===== src/rtl/lfsr_rand_arbiter_if.sv =====
// Requester-side bundle of the shared random source: seeding control, req/gnt handshake and issued value.
interface lfsr_rand_arbiter_if #(
    parameter int NREQ  = 4,
    parameter int WIDTH = 8
);
    logic [WIDTH-1:0] seed_in;
    logic             reseed;
    logic [NREQ-1:0]  req;
    logic [NREQ-1:0]  gnt;
    logic [WIDTH-1:0] rnd_out;
    logic             rnd_valid;
    logic             busy;

    modport master (
        output seed_in,
        output reseed,
        output req,
        input  gnt,
        input  rnd_out,
        input  rnd_valid,
        input  busy
    );

    modport slave (
        input  seed_in,
        input  reseed,
        input  req,
        output gnt,
        output rnd_out,
        output rnd_valid,
        output busy
    );
endinterface


===== src/rtl/lfsr_rand_arbiter.sv =====
// Sequences seed load and warm-up of the shared LFSR, then hands its output to requesters round-robin.
// Define LFSR_RANGE_EN to reject LFSR values above RANGE_MAX before granting.
//
// state | meaning
// INIT  | first cycle after reset release
// SEED  | capture seed_in, pulse lfsr_load
// WARM  | LFSR free-runs for WARMUP cycles, busy high
// READY | arbitrate among pending requests
// GAP   | MIN_GAP idle cycles after a grant
module lfsr_rand_arbiter #(
    parameter int               NREQ      = 4,
    parameter int               WIDTH     = 8,
    parameter int               WARMUP    = 16,
    parameter int               MIN_GAP   = 2,
    parameter logic [WIDTH-1:0] RANGE_MAX = 8'd159
) (
    input  logic                 clk,
    input  logic                 rst,
    lfsr_rand_arbiter_if.slave   bus,
    input  logic [WIDTH-1:0]     lfsr_q,
    output logic [WIDTH-1:0]     lfsr_seed,
    output logic                 lfsr_load
);

    localparam int PW = (NREQ > 1) ? $clog2(NREQ) : 1;
    localparam int WW = 8;
    localparam int GW = 4;
    localparam logic [WW-1:0] WARM_LAST = WW'(WARMUP - 1);
    localparam logic [GW-1:0] GAP_LAST  = GW'(MIN_GAP - 1);

    generate
        if (NREQ < 2 || NREQ > 8) begin : g_bad_nreq
            $error("lfsr_rand_arbiter: NREQ must be 2..8");
        end
        if (WARMUP < 1 || WARMUP > 255) begin : g_bad_warmup
            $error("lfsr_rand_arbiter: WARMUP must be 1..255");
        end
        if (MIN_GAP < 1 || MIN_GAP > 15) begin : g_bad_gap
            $error("lfsr_rand_arbiter: MIN_GAP must be 1..15");
        end
        if (RANGE_MAX < 1) begin : g_bad_range
            $error("lfsr_rand_arbiter: RANGE_MAX must be at least 1");
        end
    endgenerate

    typedef enum logic [2:0] {
        ST_INIT,
        ST_SEED,
        ST_WARM,
        ST_READY,
        ST_GAP
    } state_t;

    state_t           state;
    logic [PW-1:0]    ptr;
    logic [WW-1:0]    warm_cnt;
    logic [GW-1:0]    gap_cnt;
    logic [NREQ-1:0]  gnt_q;
    logic [WIDTH-1:0] rnd_q;
    logic             valid_q;
    logic             busy_q;

    logic             pick_found;
    logic [PW-1:0]    pick_idx;
    logic [PW-1:0]    cand;
    logic [NREQ-1:0]  pick_oh;
    logic [PW-1:0]    ptr_next;
    logic             in_range;

    // Walk from the highest offset down so the lowest offset from ptr wins.
    always_comb begin
        pick_found = 1'b0;
        pick_idx   = '0;
        cand       = '0;
        for (int off = NREQ - 1; off >= 0; off--) begin
            cand = PW'((int'(ptr) + off) % NREQ);
            if (bus.req[cand]) begin
                pick_found = 1'b1;
                pick_idx   = cand;
            end
        end
    end

    always_comb begin
        pick_oh           = '0;
        pick_oh[pick_idx] = 1'b1;
    end

    assign ptr_next = PW'((int'(pick_idx) + 1) % NREQ);

`ifdef LFSR_RANGE_EN
    assign in_range = (lfsr_q <= RANGE_MAX);
`else
    assign in_range = 1'b1;
`endif

    always_ff @(posedge clk or negedge rst) begin
        if (!rst) begin
            state     <= ST_INIT;
            ptr       <= '0;
            warm_cnt  <= '0;
            gap_cnt   <= '0;
            gnt_q     <= '0;
            valid_q   <= 1'b0;
            rnd_q     <= '0;
            busy_q    <= 1'b1;
            lfsr_load <= 1'b0;
            lfsr_seed <= WIDTH'(1);
        end else begin
            gnt_q     <= '0;
            valid_q   <= 1'b0;
            lfsr_load <= 1'b0;
            case (state)
                ST_INIT: begin
                    state <= ST_SEED;
                end
                ST_SEED: begin
                    // An all-zero seed would lock the LFSR up.
                    lfsr_seed <= (bus.seed_in == '0) ? WIDTH'(1) : bus.seed_in;
                    lfsr_load <= 1'b1;
                    warm_cnt  <= WARM_LAST;
                    state     <= ST_WARM;
                end
                ST_WARM: begin
                    if (bus.reseed) begin
                        warm_cnt <= '0;
                        state    <= ST_SEED;
                    end else if (warm_cnt == '0) begin
                        busy_q <= 1'b0;
                        state  <= ST_READY;
                    end else begin
                        warm_cnt <= warm_cnt - 1'b1;
                    end
                end
                ST_READY: begin
                    if (bus.reseed) begin
                        busy_q <= 1'b1;
                        state  <= ST_SEED;
                    end else if (pick_found && in_range) begin
                        gnt_q   <= pick_oh;
                        valid_q <= 1'b1;
                        rnd_q   <= lfsr_q;
                        ptr     <= ptr_next;
                        gap_cnt <= GAP_LAST;
                        state   <= ST_GAP;
                    end
                end
                ST_GAP: begin
                    if (bus.reseed) begin
                        busy_q  <= 1'b1;
                        gap_cnt <= '0;
                        state   <= ST_SEED;
                    end else if (gap_cnt == '0) begin
                        state <= ST_READY;
                    end else begin
                        gap_cnt <= gap_cnt - 1'b1;
                    end
                end
                default: begin
                    state <= ST_INIT;
                end
            endcase
        end
    end

    assign bus.gnt       = gnt_q;
    assign bus.rnd_valid = valid_q;
    assign bus.rnd_out   = rnd_q;
    assign bus.busy      = busy_q;

endmodule


===== src/flat_wrapper.sv =====
// flat-port wrapper written by rule: the top's interface ports become plain ports
module lfsr_rand_arbiter_flat 
#(
    parameter int               NREQ      = 4,
    parameter int               WIDTH     = 8,
    parameter int               WARMUP    = 16,
    parameter int               MIN_GAP   = 2,
    parameter logic [WIDTH-1:0] RANGE_MAX = 8'd159
)
  (clk, rst, lfsr_q, lfsr_seed, lfsr_load, bus_seed_in, bus_reseed, bus_req, bus_gnt, bus_rnd_out, bus_rnd_valid, bus_busy);
  lfsr_rand_arbiter_if #(.NREQ(NREQ), .WIDTH(WIDTH)) bus_i ();
  input  logic clk;
  input  logic rst;
  input  logic [WIDTH-1:0] lfsr_q;
  output logic [WIDTH-1:0] lfsr_seed;
  output logic lfsr_load;
  input wire logic [$bits(bus_i.seed_in)-1:0] bus_seed_in;
  input wire logic [$bits(bus_i.reseed)-1:0] bus_reseed;
  input wire logic [$bits(bus_i.req)-1:0] bus_req;
  output wire logic [$bits(bus_i.gnt)-1:0] bus_gnt;
  output wire logic [$bits(bus_i.rnd_out)-1:0] bus_rnd_out;
  output wire logic [$bits(bus_i.rnd_valid)-1:0] bus_rnd_valid;
  output wire logic [$bits(bus_i.busy)-1:0] bus_busy;
  assign bus_i.seed_in = bus_seed_in;
  assign bus_i.reseed = bus_reseed;
  assign bus_i.req = bus_req;
  assign bus_gnt = bus_i.gnt;
  assign bus_rnd_out = bus_i.rnd_out;
  assign bus_rnd_valid = bus_i.rnd_valid;
  assign bus_busy = bus_i.busy;
  lfsr_rand_arbiter #(.NREQ(NREQ), .WIDTH(WIDTH), .WARMUP(WARMUP), .MIN_GAP(MIN_GAP), .RANGE_MAX(RANGE_MAX)) u_core (.clk(clk), .rst(rst), .bus(bus_i), .lfsr_q(lfsr_q), .lfsr_seed(lfsr_seed), .lfsr_load(lfsr_load));
endmodule

===== config.mk =====
export PLATFORM = sky130hd
export DESIGN_NAME = lfsr_rand_arbiter_flat
export DESIGN_NICKNAME = d
export VERILOG_FILES = /design/src/rtl/lfsr_rand_arbiter_if.sv /design/src/rtl/lfsr_rand_arbiter.sv /design/src/flat_wrapper.sv
export SDC_FILE = /design/constraint.sdc
export NUM_CORES = 1
export LEC_CHECK = 0
export BUFFER_PORTS_ARGS = -buffer_cell sky130_fd_sc_hd__buf_4
export CORE_ASPECT_RATIO = 0.6
export CORE_MARGIN = 5
export CORE_UTILIZATION = 55
export DETAILED_ROUTE_END_ITERATION = 10
export GPL_TIMING_DRIVEN = 0
export PLACE_DENSITY = 0.81
export SETUP_SLACK_MARGIN = 0.05
export SLEW_MARGIN = 25
export SYNTH_ARGS = -nofsm -noshare
export SYNTH_HDL_FRONTEND = slang
export SYNTH_SLANG_ARGS = --single-unit
export TNS_END_PERCENT = 10

===== constraint.sdc =====
create_clock -name clk -period 4.4 [get_ports clk]
set_input_delay 0.66 -clock clk [delete_from_list [all_inputs] [get_ports clk]]
set_output_delay 0.66 -clock clk [all_outputs]
set_load 0.005 [all_outputs]

### Word-level counts from Yosys, hierarchy flattened

Index checks and enable logic that the tools add are counted.
W data, S select, Z words.

| word-level totals | value |
|---|---|
| output and inout port bits | 23 |
| input bits | 23 |
| bits in registers | 40 |
| logic and storage cells | 96 |

| cells by class | value |
|---|---|
| add/sub/neg operators | 6 |
| mux-type cells | 45 |
| magnitude comparators | 6 |
| equal/unequal tests | 14 |
| reduce and logical (&&, ||, !) cells | 14 |
| bitwise gates (word level) | 1 |

Operators with widths:

| operator | count |
|---|---|
| $mux W4 | 7 |
| $mux W8 | 3 |
| $mux W3 | 6 |
| $logic_not A8 Y1 | 2 |
| $mux W1 | 16 |
| $pmux W8 S2 | 1 |
| $lt A2 B3 Y1 const B | 5 |
| $pmux W3 S5 | 1 |
| $ne A3 B2 Y1 const B | 3 |
| $bmux W1 S2 | 4 |
| $mux W2 | 4 |
| $pmux W4 S2 | 1 |
| $reduce_and A4 Y1 | 2 |
| $sub A8 B1 Y8 const B | 1 |
| $eq A3 B2 Y1 const B | 2 |
| $ne A2 B1 Y1 const B | 3 |
| $ne A3 B3 Y1 const B | 2 |
| $reduce_and A3 Y1 | 2 |
| $reduce_bool A2 Y1 | 3 |
| $add A2 B1 Y2 const B | 2 |
| $add A2 B2 Y2 const B | 2 |
| $logic_not A4 Y1 | 1 |
| $ne A2 B2 Y1 const B | 2 |
| $sub A4 B1 Y4 const B | 1 |
| other kinds (10) | 10 |

### Depth between registers and ports, before layout

| logic depth | value |
|---|---|
| word-level depth | 14 |
| mapped depth | 8 |
| gate-level depth less buffers | 7 |

### Worst setup path after synthesis

Ideal clock, no wire load.

| path | value |
|---|---|
| path type | input to register |
| start | in bus_reseed |
| end | reg u_core.gap_cnt[3] |
| path buffers | 1 |
| data required time | 4.276 ns |
| stages on the path | 5 |
| data arrival time | 1.566 ns |
| library setup time | 0.124 ns |
| slack | 2.710 ns |
| cells stage by stage | buf_2 -> o41ai_1 -> nand2_2 -> mux2i_1 -> o21ai_1 |

| on the way | value |
|---|---|
| longest elaborated chain between the ends | 2 |
| elaborated cells between the ends (all ways) | 5 |
| those cells by class | 2 x eq/ne; 2 x mux; 1 x reduce/logical |

RTL lines:

| element | line | source |
|---|---|---|
| start, declared | flat_wrapper.sv:18 | `input wire logic [$bits(bus_i.reseed)-1:0] bus_reseed;` |
| $ne A3 B3 Y1 (no source line) (tied with other cells) | - |  |
| $reduce_and A4 Y1 (no source line) or $pmux W4 S2 (tied branches) | - |  |
| end signal, assigned | lfsr_rand_arbiter.sv:156 | `gap_cnt <= gap_cnt - 1'b1;` |
| end, declared | lfsr_rand_arbiter.sv:57 | `logic [GW-1:0] gap_cnt;` |

Parallel ways exist; a longest one is shown, timed or not.
A chain may end at the register's enable or synchronous reset.

### Worst setup path after layout

| path | value |
|---|---|
| start | reg u_core.state[2] |
| end | reg u_core.lfsr_seed[5] |

| on the way | value |
|---|---|
| longest elaborated chain between the ends | 1 |

RTL lines:

| element | line | source |
|---|---|---|
| start, declared | lfsr_rand_arbiter.sv:54 | `state_t state;` |
| start signal, assigned | lfsr_rand_arbiter.sv:99 | `state <= ST_INIT;` |
| start signal, assigned | lfsr_rand_arbiter.sv:115 | `state <= ST_SEED;` |
| start signal, assigned | lfsr_rand_arbiter.sv:122 | `state <= ST_WARM;` |
| $eq A3 B1 Y1 | lfsr_rand_arbiter.sv:113 | `case (state)` |
| end signal, assigned | lfsr_rand_arbiter.sv:119 | `lfsr_seed <= (bus.seed_in == '0) ? WIDTH'(1) : bus.seed_in;` |
| end, declared | lfsr_rand_arbiter.sv:21 | `output logic [WIDTH-1:0] lfsr_seed,` |

No other way between the ends.

==> summary.md <==
| Metric | Value |
|---|---|
| Status | finished, final reports clean |
| Finished layout cell area | 2520 um2 |
| Pleak | 1.20 nW |
| Share of post-route cells with drive strength above 1 | 30.7% |
| Syn Nets | 225 |
| RSZ-0062 raised after global routing | no |
| Post-Syn Instances | 198 |
| IO Port Bufs | 45 |
| Clock buffer depth | 2 |
| Initial drt markers | 74 |
| CP Launch Type | flop |
| Post-synthesis cell area | 2000 um2 |
| Multi-input gate area | 900 um2 |
| Period utilization | 41.0% |
| Synth warn | 0 |
| H-tree Lvls | 2 |
| Filler Cell Count | 279 |
| Switching Share | 34.6% |
| CP Max Fanout | 10 |
| Number of remaining DRC errors | 0 |
| Skew final | 0.0104 ns |
| DP HPWL | 3280 um |
| CTS buffer count | 5 |
| CP Data Arrival Time | 1.98 ns |
| Worst Path Buf+Inv | 2 |
| Final Wtd Congestion | 0.772 |
| Hold Crit Class | in -> async |
| Clock-pin slew on the worst setup and hold paths | 0.08 ns |
| Final #Nets | 277 |
| Final Setup Violations | 0 |
| F_max | 0.555 GHz |
| Crit-path slowest cell | nor3b_2 |
| Synth Flop Type | dfrtp_1 |
| Total die area | 4980 um2 |
| Final hold violation count | 0 |
| Delay-heaviest family, CP | buffers and inverters |
| Via count | 1616 |
| Total gr overflow | 0 |
| Area taken by flip-flops and latches | 1000 um2 |
| DRT Pass-1 Iters | 4 |
| CTS tree | done |
| Pins over their slew limit | 0 |
| Min Tclk post-route | 1.80 ns |
| PwrDens | 611 nW/um2 |
| Final WL | 4330 um |
| Die H | 56.7 um |
| Post-Syn Area per Cell | 10.1 um2 |
| Internal | 1.01 mW |
| Part of the power in registers | 38.6% |
| Worst-Margin Slew | 0.509 ns |
| Setup TNS | 0 ns |
| Maximum vdd drop | 0.000285 V |
| Seq cells post-synth | 40 |
| Pin count of the biggest net entering global routing | 41 |
| Clock share of power | 20.3% |
| Cell row count | 17 |
| Worst Setup End Kind | flop |
| GR Util All Layers | 18.5% |
| Core area | 3590 um2 |
| Avg WL per Cell | 14.5 um |
| Number of unique standard cell types used by synthesis | 50 |
| CP max stage delay | 0.44 ns |
| Num ports | 46 |
| Placed instance area | 2400 um2 |
| Post-synth EDFFs | 0 |
| Synth-to-layout area growth | 25.9% |
| Post-synthesis sequential area ratio | 50.2% |
| Clock latency at the later pin of the worst-skew pair | 0.30 ns |
| Comb pwr share | 41.1% |
| Final ANT Viol Nets | 0 |
| DR vias/cell | 5.42 |
| ANT cells | 0 |
| CP Data Required Time | 4.58 ns |
| CTS root buf | clkbuf_8 |
| Die width | 87.8 um |
| CTS resizes | 0 |
| Crit path cell chain | buf_6, nor3b_2, buf_2, mux2_1 |
| Clock sinks | 40 |
| Max cap viols | 0 |
| Crit Path Class | reg -> reg |
| Async set-reset flop share out of synthesis | 100% |
| Max-Slew Margin vs Limit | 65.9% |
| CTS hold repair buffers | 0 |
| Number of global-route vias before repair | 1528 |
| Initial Utilization | 55.6% |
| Post-CTS setup buffer count | 0 |
| NetSw | 0.533 mW |
| First-pass GRT wire length | 7080 um |
| Initial antenna violation count | 0 |
cells by family after synthesis:
logic type / after synthesis / synth area share, %
simple gates: 82 / 21.7
flops: 40 / 50.2
buf+inv: 18 / 4.82
compound gates: 39 / 13.2
mux: 9 / 4.94
fa+ha+maj: 4 / 2.50
xor+xnor: 6 / 2.63
final cells by class:
cell class,instances,share of cell area (%)
flip-flops and latches,40,39.9
multi-input cells,140,35.7
repair buffers,45,13.4
clock buffers,6,3.28
plain buffers,8,2.34
well taps,47,2.34
clock inverters,2,1.54
inverters,10,1.49
synth_stat cells, types with 3 or more instances:
cell	count	share of area, %
a21oi_1	14	3.5
a311oi_1	3	1.3
and2_1	3	0.94
buf_2	5	1.3
buf_6	3	1.7
dfrtp_1	38	48
ha_1	4	2.5
inv_1	9	1.7
mux2_1	7	3.9
nand2_1	31	5.8
nor2_1	13	2.4
nor3_1	11	2.8
o21ai_1	6	1.5
o22ai_1	3	0.94
xor2_1	4	1.8
metal layers:
layer / global-route usage (%) / vias to the layer above / part of all wire [%]
li1: - / 791 / -
met1: 26.3 / 765 / 47
met2: 25.8 / 52 / 42
met3: 5.43 / 8 / 9.7
met4: 8.32 / 0 / 1.8
met5: 0 / - / 0
power groups by stage:
stage | registers (mW) | clock network [mW] | logic [mW]
floorplan | 0.589 | 0 | 0.387
global placement | 0.591 | 0 | 0.608
detailed placement | 0.598 | 0 | 0.637
CTS | 0.593 | 0.323 | 0.637
global route | 0.612 | 0.339 | 0.701
finish | 0.594 | 0.313 | 0.632
path summary, 6_finish.rpt:
check,start,to,slack [ns],cells after the start
max in group asynchronous,rst,u_core.bus.busy,3.71,1
hold reg to reg,u_core.bus.rnd_out[0],u_core.bus.rnd_out[0],0.48,2
setup reg to reg,u_core.state[2],u_core.lfsr_seed[5],2.60,4
hold / removal,rst,u_core.bus.gnt[3],0.31,1
min in group clk,u_core.bus.rnd_out[0],u_core.bus.rnd_out[0],0.48,2
setup / recovery,u_core.state[2],u_core.lfsr_seed[5],2.60,4
registers in the layout (all words and copies together), names as in the netlist:
name,flops
u_core.lfsr_seed,8
u_core.lfsr_load,1
u_core.gap_cnt,4
u_core.warm_cnt,8
u_core.ptr,2
u_core.bus.busy,1
u_core.bus.rnd_out,8
u_core.bus.gnt,4
u_core.bus.rnd_valid,1
u_core.state,3
cell usage in the layout (no fill, tap or decap), types with 3 or more instances in the layout:
cell	netlist	routed
nor2_1	13	13
o22ai_1	3	3
o21ai_1	6	6
a311oi_1	3	3
inv_1	9	9
clkbuf_8	0	6
ha_1	4	4
buf_6	3	3
dfrtp_1	38	38
mux2_1	7	7
nor3_1	11	11
and2_1	3	3
xor2_1	4	4
a21oi_1	14	14
buf_4	0	45
buf_2	5	5
nand2_1	31	31
per-stage QoR:
step / setup slack (ns) / instances / hold WS, ns / power, mW / utilization, %
3_5_place_dp: 2.30 / 290 / 0.465 / 1.23 / 66.7
4_1_cts: 2.60 / 298 / 0.330 / 1.55 / 70.0
6_report: 2.60 / 298 / 0.312 / 1.54 / 70.0
3_3_place_gp: 2.38 / 290 / 0.460 / 1.20 / 66.7
2_1_floorplan: 2.71 / 198 / 0.364 / 0.976 / -
5_1_grt: 2.51 / 298 / 0.350 / 1.65 / 70.0
Power figures use the tool's default switching activity.
